File: src/rtl/sakura_ctrl_pkg.sv
// Shared definitions for the control-FPGA host interface blocks.
// FSM encodings, default strobe timing and small sizing helpers.
package sakura_ctrl_pkg;

    typedef logic [1:0] rx_state_t;

    localparam rx_state_t IDLE    = 2'd0;
    localparam rx_state_t RD_LOW  = 2'd1;
    localparam rx_state_t RECOVER = 2'd2;

    localparam int DEF_RD_LOW_CYCLES  = 3;
    localparam int DEF_RD_HIGH_CYCLES = 4;

    function automatic int timer_bits(input int a, input int b);
        int m;
        m = (a > b) ? a : b;
        return (m < 2) ? 1 : $clog2(m);
    endfunction

endpackage

File: src/rtl/sync_2ff.sv
// Generic two-flop synchroniser for signals entering a clock domain.
// Width and reset value are parameters so inactive levels can be preset.
module sync_2ff #(
    parameter int               WIDTH   = 1,
    parameter logic [WIDTH-1:0] RST_VAL = '0
) (
    input  logic             clk,
    input  logic             rst_n,
    input  logic [WIDTH-1:0] d,
    output logic [WIDTH-1:0] q
);

    logic [WIDTH-1:0] meta;

    always_ff @(posedge clk or negedge rst_n) begin
        if (!rst_n) begin
            meta <= RST_VAL;
            q    <= RST_VAL;
        end else begin
            meta <= d;
            q    <= meta;
        end
    end

endmodule

File: src/rtl/usb_rx_ctrl.sv
// Drains bytes from an FT245-style USB port into the host-to-board FIFO.
// Generates the RDn strobe timing, honours FIFO FULL and counts bytes.
module usb_rx_ctrl
    import sakura_ctrl_pkg::*;
#(
    parameter int DATA_WIDTH     = 8,
    parameter int RD_LOW_CYCLES  = DEF_RD_LOW_CYCLES,
    parameter int RD_HIGH_CYCLES = DEF_RD_HIGH_CYCLES,
    parameter int CNT_WIDTH      = 16
) (
    input  logic                  WCLK,
    input  logic                  RSTn,
    input  logic                  ENABLE,
    input  logic                  USB_RXFn,
    input  logic [DATA_WIDTH-1:0] USB_D,
    output logic                  USB_RDn,
    output logic [DATA_WIDTH-1:0] FIFO_D,
    output logic                  FIFO_WE,
    input  logic                  FIFO_FULL,
    output logic                  BUSY,
    output logic [CNT_WIDTH-1:0]  RX_COUNT
);

    localparam int TW = timer_bits(RD_LOW_CYCLES, RD_HIGH_CYCLES);
    localparam logic [TW-1:0] LOW_LOAD  = TW'(RD_LOW_CYCLES - 1);
    localparam logic [TW-1:0] HIGH_LOAD = TW'(RD_HIGH_CYCLES - 1);

    rx_state_t             state;
    rx_state_t             state_nxt;
    logic [TW-1:0]         timer;
    logic [TW-1:0]         timer_nxt;
    logic                  rxf_s;
    logic                  timer_zero;
    logic                  start;
    logic                  rdn_nxt;
    logic                  we_nxt;
    logic [DATA_WIDTH-1:0] d_nxt;
    logic [CNT_WIDTH-1:0]  cnt_nxt;

    sync_2ff #(
        .WIDTH   (1),
        .RST_VAL (1'b1)
    ) u_rxf_sync (
        .clk   (WCLK),
        .rst_n (RSTn),
        .d     (USB_RXFn),
        .q     (rxf_s)
    );

    assign timer_zero = (timer == '0);
    // FULL is only consulted here, before a strobe begins
    assign start      = ENABLE && !rxf_s && !FIFO_FULL;
    assign BUSY       = (state != IDLE);

    always_ff @(posedge WCLK or negedge RSTn) begin
        if (!RSTn) begin
            state    <= IDLE;
            timer    <= '0;
            USB_RDn  <= 1'b1;
            FIFO_WE  <= 1'b0;
            FIFO_D   <= '0;
            RX_COUNT <= '0;
        end else begin
            state    <= state_nxt;
            timer    <= timer_nxt;
            USB_RDn  <= rdn_nxt;
            FIFO_WE  <= we_nxt;
            FIFO_D   <= d_nxt;
            RX_COUNT <= cnt_nxt;
        end
    end

    always_comb begin
        state_nxt = state;
        timer_nxt = timer;
        unique case (state)
            IDLE: begin
                if (start) begin
                    state_nxt = RD_LOW;
                    timer_nxt = LOW_LOAD;
                end
            end
            RD_LOW: begin
                if (timer_zero) begin
                    state_nxt = RECOVER;
                    timer_nxt = HIGH_LOAD;
                end else begin
                    timer_nxt = timer - TW'(1);
                end
            end
            RECOVER: begin
                if (timer_zero) begin
                    state_nxt = IDLE;
                end else begin
                    timer_nxt = timer - TW'(1);
                end
            end
            default: begin
                state_nxt = IDLE;
                timer_nxt = '0;
            end
        endcase
    end

    // The byte is captured on the last low cycle, as RDn is released
    always_comb begin
        rdn_nxt = USB_RDn;
        we_nxt  = 1'b0;
        d_nxt   = FIFO_D;
        cnt_nxt = RX_COUNT;
        unique case (state)
            IDLE: begin
                rdn_nxt = !start;
            end
            RD_LOW: begin
                if (timer_zero) begin
                    rdn_nxt = 1'b1;
                    we_nxt  = 1'b1;
                    d_nxt   = USB_D;
                    cnt_nxt = RX_COUNT + CNT_WIDTH'(1);
                end
            end
            default: begin
                rdn_nxt = 1'b1;
            end
        endcase
    end

endmodule

File: config.mk
export PLATFORM = sky130hd
export DESIGN_NAME = usb_rx_ctrl
export DESIGN_NICKNAME = d
export VERILOG_FILES = /design/src/rtl/sakura_ctrl_pkg.sv /design/src/rtl/sync_2ff.sv /design/src/rtl/usb_rx_ctrl.sv
export SDC_FILE = /design/constraint.sdc
export NUM_CORES = 1
export LEC_CHECK = 0
export CAP_MARGIN = 10
export CORE_UTILIZATION = 46
export DETAILED_ROUTE_END_ITERATION = 6
export PLACE_DENSITY_LB_ADDON = 0.1
export SYNTH_ARGS = -nofsm -noshare
export SYNTH_HDL_FRONTEND = slang
export SYNTH_SLANG_ARGS = --single-unit
File: constraint.sdc
create_clock -name WCLK -period 1.9 [get_ports WCLK]
set_input_delay 0.38 -clock WCLK [delete_from_list [all_inputs] [get_ports WCLK]]
set_output_delay 0.38 -clock WCLK [all_outputs]
set_load 0.005 [all_outputs]
# After elaboration in Yosys (flattened, before gate mapping)
# Cells that the tools add are included.
# W data, S select, Z words.
[totals] inputBits=13 latch_bits=0 mem_count=0 register_bits=32 wordCells=39 rom_bits=0 out_inout_bits=27 mem_bits_rw=0
[classes] add_sub_neg=2 shift=0 bitwise_logic=0 magnitude_cmp=0 div=0 n_eq_ne=6 n_reduce_logical=11 mul=0 mux=12
[op_table] cell="$add A16 B1 Y16 const B" count=1
[op_table] cell="$mux W2" count=6
[op_table] cell="$pmux W2 S3" count=2
[op_table] cell="$ne A2 B2 Y1 const B" count=4
[op_table] cell="$logic_not A2 Y1" count=2
[op_table] cell="$reduce_and A2 Y1" count=2
[op_table] cell="$logic_not A1 Y1" count=3
[op_table] cell="$mux W1" count=3
[op_table] cell="$reduce_and A3 Y1" count=1
[op_table] cell="$eq A2 B1 Y1 const B" count=1
[op_table] cell="$eq A2 B2 Y1 const B" count=1
[op_table] cell="$logic_and A1 B1 Y1" count=2
[op_table] cell="$pmux W1 S2" count=1
[op_table] cell="$reduce_bool A2 Y1" count=1
[op_table] cell="$sub A2 B1 Y2 const B" count=1

# Longest topological paths before layout
# Gate-level depths: netlist of run 1.
[logic_depth] depth_word=5 ltp_mapped=7 mapped_depth_nobuf=7

# Cells and area by module
# A second synthesis of run 1 with hierarchy kept.
[unflattened] cells_unflattened=127 hier_area_um2=1382.6
[by_module_without_submodules] mod="usb_rx_ctrl" area_each_um2=1330.0 seq_area_each_um2=752.0 instances=1 cells_per_inst=125
[by_module_without_submodules] mod="sync_2ff" area_each_um2=52.6 seq_area_each_um2=52.6 instances=1 cells_per_inst=2

# Worst setup path after synthesis of run 1
# Ideal clock, no wire load.
[synth_path] path_type="register -> register" start="register timer[0]" end="register RX_COUNT[15]" stages_incl_launch_ff=7 setup_slack_ns=0.383 t_arrival_ns=1.437 synth_period_minus_slack_ns=1.517 required_time_ns=1.821 setup_ns=0.079 path_buffers=0 cell_sequence="dfrtp_1 > inv_1 > ha_1 > and4_1 > nand2_1 > nor4_2 > xor2_1"
[synth_between] elab_chain_len=2
[synth_rtl] item="start: declaration" line="usb_rx_ctrl.sv:30" source="logic [TW-1:0] timer;"
[synth_rtl] item="start signal: assignment" line="usb_rx_ctrl.sv:65" source="timer <= timer_nxt;"
[synth_rtl] item="$logic_not A2 Y1" line="usb_rx_ctrl.sv:50" source="assign timer_zero = (timer == '0);"
[synth_rtl] item="$reduce_and A2 Y1 (no source line)"
[synth_rtl] item="end signal: assignment" line="usb_rx_ctrl.sv:69" source="RX_COUNT <= cnt_nxt;"
[synth_rtl] item="end: declaration" line="usb_rx_ctrl.sv:21" source="output logic [CNT_WIDTH-1:0] RX_COUNT"
# No other way between the ends.
# A chain may end at the register's enable or synchronous reset.

# Worst setup path after layout of run 1
# Ends and elaborated chain as after synthesis.

==> results of run 1 <==
power groups by stage:
stage | clock (uW) | sequential [uW] | combinational, uW
4_1_cts | 368 | 969 | 736
2_1_floorplan | 0 | 987 | 297
5_1_grt | 396 | 992 | 807
3_3_place_gp | 0 | 985 | 676
3_5_place_dp | 0 | 995 | 699
6_report | 351 | 967 | 722
sequential cells by signal (all words and copies together) (netlist names):
| register | count |
|---|---|
| u_rxf_sync.q | 1 |
| FIFO_D | 8 |
| state | 2 |
| USB_RDn | 1 |
| u_rxf_sync.meta | 1 |
| timer | 2 |
| FIFO_WE | 1 |
| RX_COUNT | 16 |
final timing paths:
kind | endpoint | start | cells past startpoint
max reg2reg | RX_COUNT[15] | timer[0] | 6
min | u_rxf_sync.q | u_rxf_sync.meta | 0
min reg2reg | u_rxf_sync.q | u_rxf_sync.meta | 0
min in group asynchronous | FIFO_D[3] | RSTn | 2
max | RX_COUNT[15] | timer[0] | 6
max in group asynchronous | u_rxf_sync.q | RSTn | 2
metal layers:
layer | up-vias | global-route usage | routed length [microns]
met5 | - | 0 | 0
met4 | 0 | 0.0767 | 25
met3 | 4 | 0.0576 | 123
met2 | 24 | 0.294 | 1230
met1 | 511 | 0.220 | 1160
li1 | 518 | - | -
area by class of cell:
| class | count | area, sq um |
|---|---|---|
| Fill cell | 225 | 910 |
| Sequential cell | 32 | 805 |
| Multi-Input combinational cell | 91 | 531 |
| Timing Repair Buffer | 44 | 430 |
| Clock buffer | 8 | 48.8 |
| Tap cell | 31 | 38.8 |
| Inverter | 5 | 18.8 |
stage by stage:
step,hold slack [ns],cell area (sq um),total power (uW),setup WS [ns]
finish,0.357,1870,2040,0.166
CTS,0.360,1870,2070,0.0404
detailed placement,0.348,1810,1690,0.149
global route,0.368,1870,2200,0.0257
global placement,0.347,1810,1660,0.293
floorplan,0.0844,1360,1280,0.383
worst max-delay path, cell delays in order, from the launching register on:
cell     delay [ns]
dfrtp_1        0.39
inv_1          0.11
ha_1           0.27
and4_1         0.22
nand2_1        0.20
nor4_2         0.34
xor2_1         0.16
timing repair:
action,CTS,global route
buffers inserted,2,0
setup endpoints to repair,1,1
resized for setup,0,1
cell usage in the layout, fill, tap and decap left out, types with 4 or more instances in the layout:
| master | netlist | final |
|---|---|---|
| nand2_1 | 36 | 36 |
| clkbuf_4 | 0 | 5 |
| clkdlybuf4s50_1 | 0 | 38 |
| nor2_1 | 5 | 5 |
| nand3_1 | 5 | 5 |
| xnor2_1 | 8 | 8 |
| xor2_1 | 7 | 7 |
| nand2b_1 | 4 | 4 |
| buf_4 | 0 | 5 |
| inv_1 | 4 | 4 |
| dfrtp_1 | 29 | 29 |
| o21ai_0 | 5 | 5 |
cells by family after synthesis:
family / count (synthesis) / synth area share
simple gates: 66 / 0.239
flops: 32 / 0.590
xor+xnor: 15 / 0.0963
compound gates: 8 / 0.0349
buf+inv: 7 / 0.0211
fa+ha+maj: 2 / 0.0183
==> metrics.yaml, run 1 <==
worst_setup_path:
  cp.arrival_ns: 1.99
  crit_type: "reg2reg"
  ff2ff_setup_slack_ns: 0.17
  crit_required_ns: 2.15
  critPathMaxFanout: 7
  crit_path_end_kind: "register"
  cp-start-kind: "register"
final_layout:
  areaGrowthSynthToFinish_pct: 37.2
  postLayoutCoreUtil: 0.673
  drive_gt1_frac: 0.111
  antenna_cells: 0
  final_cells: 211
  nNetsFinal: 194
timing:
  tightest_slew_ns: 0.397
  slew_headroom: 0.734
  skew_ns: 0.0127
  slew_violations: 0
  period_minus_slack_ns: 1.73
  hold_viol_final: 0
  period_share: 0.913
  timing.fmax_mhz: 577
  fin_tns_setup_ns: 0
  rsz0062_at_grt: "no"
  setup_violations: 0
power:
  power_frac_seq: 0.474
  switching_share: 0.299
  p_leak_uw: 0.000874
  powerDensity_mw_per_mm2: 1090
  max-vdd-ir-drop_mv: 0.838
  p_int_uw: 1430
  switching_power_uw: 609
  p_comb_frac: 0.354
  pwr-share-clk: 0.172
global_route:
  grt-ovfl-total: 0
  first_global_vias: 1014
  grt_start_max_net_pins: 33
  antenna_found_initial: 0
  grt_pass1_wl_microns: 4370
  track_usage: 0.180
synthesis:
  synth_common_cells: "nand2_1 (36), dfrtp_1 (29), xnor2_1 (8)"
  synth.top_cell.area_share: 0.532
  synthArstFlopShare: 1.00
  ys.warnings.count: 0
  synth_edf_count: 0
  synth_top_flop_cell: "dfrtp_1"
  synth_most_common_cell: "nand2_1"
  synth_area_leaders: "dfrtp_1 (53%), nand2_1 (9.9%), dfstp_2 (5.8%), xnor2_1 (5.1%), xor2_1 (4.5%)"
  avgSynthCellArea_sq_um: 10.5
  yosysSeqAreaShare: 0.590
  synth_top_area_cell: "dfrtp_1"
  synth_seq_cells: 32
  yosysUniqueCellTypes: 28
  syn_area_sq_mm: 0.00136
  synthCells: 130
  synth_fp_nets: 145
clocking:
  cts-root-buf: "clkbuf_4"
  clock-sinks: 32
  clock_path_buffers: 2
  cts_buffers: 5
  clk_pin_slew_ns: 0.09
  cts_tree: "built"
  clk_latency_ns: 0.32
  postCtsHoldBufs: 0
  htree_levels: 2
route:
  wl_microns: 2550
  wl_per_cell_microns: 12.1
  drc: 0
  postRouteAntennaNets: 0
  via_per_inst: 5.01
  num_vias: 1057
  dr.pass1.iters: 4
  drtIter0Drc: 21
die:
  pin_count: 40
  die_y_microns: 56.5
  die_area_sq_mm: 0.00319
  initial_core_util: 0.490
  dieWidth_microns: 56.5
  rows: 19
  coreArea_sq_mm: 0.00278
outcome:
  status: "finished clean"
place:
  port_buffers: 39
  hpwl_microns: 1850
  placed_cells: 201
  gp_congestion: 0.740
hold_path:
  hold_path_class: "reg2reg"
job:
  cap_violations: 0
Power figures use the tool's default switching activity.
==> inputs of run 2 (changes only) <==
Clock period 1.9 ns to 1.85 ns, I/O delays scaled along.
==> run 2 against run 1 <==
  * Total power rose by 8.6%
  * Register-to-register slack barely moved
  * Core utilization rose by 0.90 points
  * Clock skew fell by 0.0077 ns
  * Worst hold slack improved by 0.0023 ns
  * Design area rose by 1.3%
  * Largest cell class unchanged
  * Die area did not move
  * Largest power group unchanged
  * Cell count did not move
==> metrics.yaml, run 2 (same netlist as run 1, synthesis figures left out) <==
global_route:
  antenna_found_initial: 0  # unchanged
  grt_start_max_net_pins: 33  # unchanged
  first_global_vias: 1095  # +8.0%
  track_usage: 0.202  # +0.0217
  grt-ovfl-total: 0  # unchanged
  grt_pass1_wl_microns: 4860  # +11%
hold_path:
  holdPathEnd: "u_rxf_sync.q"
  min_from: "u_rxf_sync.meta"
  hold_path_class: "reg2reg"
  hold_depth: 0  # unchanged
place:
  hpwl_microns: 1970  # +6.6%
  gp_congestion: 0.751  # +1.5%
  placed_area_sq_mm: 0.00181  # unchanged
  placed_cells: 201  # unchanged
  port_buffers: 39  # unchanged
worst_setup_path:
  cpLargestDelayFamily: "flip-flops"
  r2r-start: "timer[0]"
  cp.arrival_ns: 1.35  # -0.64 ns
  reg2regPathDepth: 6  # unchanged
  critPathMaxFanout: 2  # -5
  r2r-end: "RX_COUNT[15]"
  cpMaxStageDelayCell: "dfstp_2"
  crit_type: "reg2out"
  crit_path_end_kind: "output port"
  slowest_delay_ns: 0.54  # +0.15 ns
  worst-path-buf-inv: 1  # unchanged
  ff2ff_setup_slack_ns: 0.17  # about the same
  crit_path_cell_trace: "clkdlybuf4s50_1"
  cp-start-kind: "register"
  crit_required_ns: 1.48  # -0.67 ns
  cp-startpoint: "USB_RDn"
job:
  cap_violations: 0  # unchanged
final_layout:
  largest_register: "RX_COUNT"
  layout_common_cells: "clkdlybuf4s50_1 (38), nand2_1 (35), dfrtp_1 (29)"
  fillers: 222  # -1.3%
  nNetsFinal: 194  # unchanged
  reg_top3: "RX_COUNT: 16 flops, FIFO_D: 8 flops"
  antenna_cells: 0  # unchanged
  seq_area_sq_um: 805  # unchanged
  final_cells: 211  # unchanged
  areaGrowthSynthToFinish_pct: 39.1
  drive_gt1_frac: 0.133  # +0.0222
  largest_reg_flops: 16  # unchanged
  multi_input_area_sq_um: 536  # +0.94%
  finalInstanceArea_sq_mm: 0.00190  # +1.3%
  layout_commonest_cell: "clkdlybuf4s50_1"
timing:
  slew_headroom: 0.734  # -0.000933
  fin_tns_setup_ns: 0  # unchanged
  timing.fmax_mhz: 581
  setup_violations: 0  # unchanged
  slew_violations: 0  # unchanged
  hold_viol_final: 0  # unchanged
  period_minus_slack_ns: 1.72
  tightest_slew_ns: 0.400  # +0.00226 ns
  skew_ns: 0.00501  # -0.00772 ns
  period_share: 0.931
  rsz0062_at_grt: "no"
route:
  wl_per_cell_microns: 13.3  # +10%
  via_per_inst: 5.04  # +0.57%
  num_vias: 1063  # +0.57%
  drc: 0  # unchanged
  dr.pass1.iters: 4  # unchanged
  wl_microns: 2800  # +10%
  postRouteAntennaNets: 0  # unchanged
  drtIter0Drc: 19  # -9.5%
die:
  initial_core_util: 0.490  # unchanged
  rows: 19  # unchanged
  dieWidth_microns: 56.5  # unchanged
  die_y_microns: 56.5  # unchanged
  pin_count: 40  # unchanged
  coreArea_sq_mm: 0.00278  # unchanged
  die_area_sq_mm: 0.00319  # unchanged
clocking:
  cts-root-buf: "clkbuf_4"
  clock-sinks: 32  # unchanged
  clk_latency_ns: 0.33  # about the same
  htree_levels: 2  # unchanged
  cts_tree: "built"
  clock_path_buffers: 2  # unchanged
  cts_buffers: 5  # unchanged
  postCtsHoldBufs: 0  # unchanged
  clk_pin_slew_ns: 0.09  # about the same
power:
  powerDensity_mw_per_mm2: 1170  # +7.2%
  p_leak_uw: 0.000886  # +1.3%
  max-vdd-ir-drop_mv: 0.852  # +1.7%
outcome:
  status: "finished clean"
## run 2: cell counts in the layout (fill, tap and decap cells not counted)
Identical to the previous run, type by type.
## run 2: worst max-delay path by stage
stage / to / depth (start not counted)
6_report: USB_RDn / 1
5_1_grt: RX_COUNT[15] / 6
4_1_cts: BUSY / 2
3_5_place_dp: RX_COUNT[15] / 6
3_3_place_gp: RX_COUNT[15] / 6
2_1_floorplan: RX_COUNT[15] / 6
## run 2: through the flow
stage | total power [uW] | utilization | hold slack [ns] | worst slack [ns]
finish | 2220 | 0.682 | 0.360 | 0.128
global placement | 1710 | 0.649 | 0.346 | 0.240
floorplan | 1320 | - | 0.0744 | 0.333
CTS | 2230 | 0.679 | 0.360 | 0.00880
global route | 2370 | 0.682 | 0.366 | 0.0184
detailed placement | 1760 | 0.649 | 0.347 | 0.127
## run 2: layer usage
layer	vias to the layer above	part of all wire	wire (microns)	global-route usage
li1	519	-	-	-
met1	511	0.44	1240	0.237
met2	25	0.50	1390	0.336
met3	8	0.042	118	0.0714
met4	0	0.021	59	0.0836
met5	-	0	0	0
## run 2: area by class of cell
type / instances / area share
Inverter: 5 / 0.00989
Multi-Input combinational cell: 91 / 0.282
Sequential cell: 32 / 0.424
Clock buffer: 8 / 0.0363
Timing Repair Buffer: 44 / 0.227
Tap cell: 31 / 0.0204
## run 2: what timing repair did
item                                    4_1_cts  5_1_grt
endpoints found under the hold margin         0        0
resized for setup                             0        3
endpoints found under the setup margin        1        4
setup buffers                                 2        0
## run 2: power breakdown
part | internal, uW | switching, uW | total (uW)
logic | 446 | 316 | 762
registers | 876 | 124 | 1000
clock network | 223 | 231 | 454
